<file path="src/rtl/d_cache_control.sv">
// Control FSM for the 2-way, 8-set LC-3b data cache: hit service, dirty-victim write-back, line fill.
// Optional performance counters are built when D_CACHE_PERF_CNT_EN is defined.
module d_cache_control #(
    parameter int CNT_WIDTH = 16
) (
    input  logic                 clk,
    input  logic                 reset,
    input  logic                 mem_read,
    input  logic                 mem_write,
    output logic                 mem_resp,
    input  logic                 pmem_resp,
    output logic                 pmem_read,
    output logic                 pmem_write,
    input  logic                 tag_match,
    input  logic                 whichtag,
    input  logic                 valid,
    input  logic                 dirty,
    input  logic                 lru_out,
    output logic                 write0,
    output logic                 write1,
    output logic                 wdirty0,
    output logic                 wdirty1,
    output logic                 dirty0_val,
    output logic                 dirty1_val,
    output logic                 dirty_back,
    output logic                 in_get,
    output logic                 inw1,
    output logic                 inrw1,
    output logic                 load_buf,
    output logic [CNT_WIDTH-1:0] hit_count,
    output logic [CNT_WIDTH-1:0] miss_count,
    output logic [CNT_WIDTH-1:0] wb_count
);

    typedef enum logic [1:0] {IDLE, WRITEBACK, ALLOCATE} state_t;

    state_t state_reg;
    logic   hit;
    logic   req;

    assign hit = tag_match & valid;
    assign req = mem_read | mem_write;

    always_ff @(posedge clk or posedge reset) begin
        if (reset) begin
            state_reg <= IDLE;
        end else begin
            case (state_reg)
                IDLE:      if (req && !hit) state_reg <= dirty ? WRITEBACK : ALLOCATE;
                WRITEBACK: if (pmem_resp) state_reg <= ALLOCATE;
                ALLOCATE:  if (pmem_resp) state_reg <= IDLE;
                default:   state_reg <= IDLE;
            endcase
        end
    end

    // Outputs are gated by reset so an abandoned transfer drops its handshake at once.
    always_comb begin
        mem_resp   = 1'b0;
        pmem_read  = 1'b0;
        pmem_write = 1'b0;
        write0     = 1'b0;
        write1     = 1'b0;
        wdirty0    = 1'b0;
        wdirty1    = 1'b0;
        dirty0_val = 1'b0;
        dirty1_val = 1'b0;
        dirty_back = 1'b0;
        in_get     = 1'b0;
        inw1       = 1'b0;
        inrw1      = 1'b0;
        load_buf   = 1'b0;
        if (!reset) begin
            case (state_reg)
                IDLE: begin
                    if (req && hit) begin
                        mem_resp = 1'b1;
                        inrw1    = 1'b1;
                        if (mem_write) begin
                            inw1       = 1'b1;
                            write0     = ~whichtag;
                            write1     = whichtag;
                            wdirty0    = ~whichtag;
                            wdirty1    = whichtag;
                            dirty0_val = ~whichtag;
                            dirty1_val = whichtag;
                        end
                    end else if (req) begin
                        load_buf = 1'b1;
                    end
                end
                WRITEBACK: begin
                    pmem_write = 1'b1;
                    if (pmem_resp) begin
                        wdirty0 = ~lru_out;
                        wdirty1 = lru_out;
                    end
                end
                ALLOCATE: begin
                    pmem_read = 1'b1;
                    if (pmem_resp) begin
                        write0 = ~lru_out;
                        write1 = lru_out;
                        in_get = 1'b1;
                    end
                end
                default: ;
            endcase
        end
    end

`ifdef D_CACHE_PERF_CNT_EN
    localparam logic [CNT_WIDTH-1:0] CNT_ONE = 1;

    logic [2:0]                evt;
    logic [2:0][CNT_WIDTH-1:0] cnt_val;

    assign evt[0] = (state_reg == IDLE) && req && hit;
    assign evt[1] = (state_reg == IDLE) && req && !hit;
    assign evt[2] = (state_reg == WRITEBACK) && pmem_resp;

    genvar gi;
    generate
        for (gi = 0; gi < 3; gi++) begin : g_cnt
            logic [CNT_WIDTH-1:0] cnt_reg;
            // Saturating: holds at all-ones.
            always_ff @(posedge clk or posedge reset) begin
                if (reset)
                    cnt_reg <= '0;
                else if (evt[gi] && (cnt_reg != '1))
                    cnt_reg <= cnt_reg + CNT_ONE;
            end
            assign cnt_val[gi] = cnt_reg;
        end
    endgenerate

    assign hit_count  = cnt_val[0];
    assign miss_count = cnt_val[1];
    assign wb_count   = cnt_val[2];
`else
    assign hit_count  = '0;
    assign miss_count = '0;
    assign wb_count   = '0;
`endif

endmodule

</file>
<file path="config.mk">
export PLATFORM = sky130hd
export DESIGN_NAME = d_cache_control
export DESIGN_NICKNAME = d
export VERILOG_FILES = /design/src/rtl/d_cache_control.sv
export SDC_FILE = /design/constraint.sdc
export NUM_CORES = 1
export LEC_CHECK = 0
export CAP_MARGIN = 20
export CORE_UTILIZATION = 27
export CTS_CLUSTER_DIAMETER = 200
export DETAILED_ROUTE_END_ITERATION = 10
export GPL_ROUTABILITY_DRIVEN = 0
export MAX_ROUTING_LAYER = met4
export PLACE_DENSITY = 0.81
export RECOVER_POWER = 25
export SYNTH_ARGS = -nofsm -noshare
export SYNTH_HDL_FRONTEND = slang
export SYNTH_SLANG_ARGS = --single-unit
</file>
<file path="constraint.sdc">
create_clock -name clk -period 1.2 [get_ports clk]
set_input_delay 0.12 -clock clk [delete_from_list [all_inputs] [get_ports clk]]
set_output_delay 0.12 -clock clk [all_outputs]
set_load 0.05 [all_outputs]
</file>
==> results.yml <==
critical_path:
  path_depth: 4
  cp-startpoint: "state_reg[0]$_DFFE_PP0P_"
  slowest_stage: "dfrtp_1"
  path_max_fanout: 4
  crit_family: "simple AND/OR/NAND/NOR gates"
  crit_chain: "nor3_4 -> nand4_1 -> o21ai_2 -> buf_12"
  path_class: "reg -> out"
  crit_buf_inv: 1
  cp_data_required_time_ns: 1.08
  r2r-start: "state_reg[0]$_DFFE_PP0P_"
  worstPathArrival_ns: 1.43
  startpoint_type: "flop"
  rrSetupSlack_ns: -0.02
  cp-end-kind: "output pin"
  reg2regPathDepth: 5
  slowest_delay_ns: 0.39
die:
  start_util: 0.299
  core_area_um2: 2060
  ioPinCount: 72
  dieArea_um2: 2480
  row_count: 16
  dieWidth_um: 49.8
  die_y_um: 49.8
placement:
  dpl_cell_area_um2: 946
  dpl_worst_slack_ns: -0.397
  dp_hpwl_mm: 1.10
  portBuffers: 22
  place_inst: 137
layout:
  layout.cells.non_filler: 142
  area_growth_pct: 61.9
  largest_reg_flops: 2
  nets: 126
  final_cell_area_um2: 998
  drive_gt1_frac: 0.357
  diodes: 0
power:
  total_power_mw: 1.42
  p_leak_nw: 0.489
  ir_drop_v: 0.000906
  powerDensity_nw_per_um2: 1430
route:
  dr.pass1.iters: 3
  routed_via_density: 3.56
  wl_per_cell_um: 9.21
  num_vias: 505
  drt_iter0_drc: 5
  route.detailed.drc: 0
  final_antenna_net_count: 0
  wl_mm: 1.31
synth:
  ys_seq_area_frac: 0.0811
  synth_ff_type: "dfrtp_1"
  synthMostInstantiatedCell: "buf_4"
  ys_ff_latch: 2
  syn_avg_cell_area_um2: 7.62
  async_reset_ff_frac: 1.00
  synth_area_leader_cell: "buf_4"
  synth_edf_count: 0
  yosysTopAreaCellShare: 0.609
  syn_area_um2: 617
  synth_common_cells: "buf_4 (50), inv_1 (4), nand2_1 (4)"
  synthCells: 81
  synth.distinct_cells: 22
  synthTopCellsByArea: "buf_4 (61%), dfrtp_1 (8.1%), o2bb2ai_1 (2.8%), nor3_4 (2.6%), inv_1 (2.4%)"
  ys_warn_count: 0
grt:
  grt_start_max_net_pins: 6
  grt_pass1_vias: 482
  antenna_found_initial: 0
  track_usage: 0.110
  grt_first_pass_wirelength_mm: 1.98
  grt_remaining_overflow: 0
run_status:
  status: "finished, violations left"
  violations: "negative setup slack"
cts:
  cts_sinks: 2
  h-tree-depth: 1
  clk_transition_reported_paths_ns: 0.04
  cts_buffer_depth: 2
  hold_buffers: 0
  cts_buffers: 3
  cts_tree: "yes"
  cts_root_buf: "clkbuf_4"
  clk_latency_ns: 0.24
sta:
  clock-skew-final_ns: 0.00937
  fmax_ghz: 0.645
  setup_viol: 14
  report.final.slew_viol_count: 0
  hold_viol: 0
  rsz0062_at_grt: "true"
  fin_crit_sh: 1.29
  fin_crit_ns: 1.55
  setup_slack_ns: -0.351
job:
  maxCapViolCount: 0
hold_path:
  holdCritPathClass: "in -> async"
cell type report:
type | count | area, um^2
flip-flops and latches | 2 | 51.3
multi-input cells | 73 | 448
fillers | 207 | 1060
well taps | 27 | 33.8
clock buffers | 4 | 26.3
repair buffers | 32 | 424
inverters | 4 | 15.0
where the power goes:
part           leakage (nW)  internal (mW)  switching, mW  total, mW
registers            0.0240         0.0987         0.0351      0.134
logic                 0.450          0.398          0.714       1.11
clock network        0.0150          0.124         0.0543      0.179
cell families (layout without fill, tap and decap cells):
logic type,Yosys count,after routing,share of synthesized area
buffers and inverters,54,40,0.633
and+or+nand+nor,17,17,0.189
AOI/OAI and AO/OA,7,7,0.0913
DFF,2,2,0.0811
other,1,49,0.00608
final timing paths:
kind,endpoint
min reg2reg,state_reg[0]$_DFFE_PP0P_
min,state_reg[1]$_DFFE_PP0P_
max in group asynchronous,state_reg[1]$_DFFE_PP0P_
max,wdirty1
min in group clk,state_reg[0]$_DFFE_PP0P_
max reg2reg,state_reg[1]$_DFFE_PP0P_
layer usage:
metal,up-vias,GRT usage,part of all wire
met4,0,0.0714,0.021
met2,49,0.203,0.55
met3,3,0.0309,0.12
met1,223,0.0961,0.31
met5,-,-,0
li1,230,-,-
stage by stage:
step,utilization,hold WS (ns),setup TNS [ns]
after detailed placement,0.459,0.549,-3.99
after floorplan,-,-0.131,-1.14
after CTS,0.484,0.0677,-3.72
after global placement,0.459,0.525,-3.72
final,0.484,0.0688,-3.57
after global routing,0.484,0.106,-4.58
placed cells by master, fill, tap and decap left out, types with 2 or more instances in the layout:
master           instances
nand2_1                  3
buf_12                  13
inv_1                    2
nor3b_4                  2
conb_1                  49
inv_2                    2
buf_4                    8
clkbuf_1                 2
clkdlybuf4s50_1          8
clkbuf_4                 3
repair_timing:
| action | in CTS | in global routing |
|---|---|---|
| endpoints found under the setup margin | 13 | 14 |
| setup buffers | 1 | 0 |
| pin swaps | 8 | 3 |
| cloned | 0 | 0 |
| resized for setup | 6 | 1 |
worst register-to-register path: cells and delay by family, from the launching register on:
family / cells / cell delay [ns]
AO/OA/AOI/OAI: 1 / 0.10
buffers and inverters: 2 / 0.30
flip-flops: 1 / 0.39
AND/OR/NAND/NOR: 2 / 0.31
(Power assumes the default switching activity.)
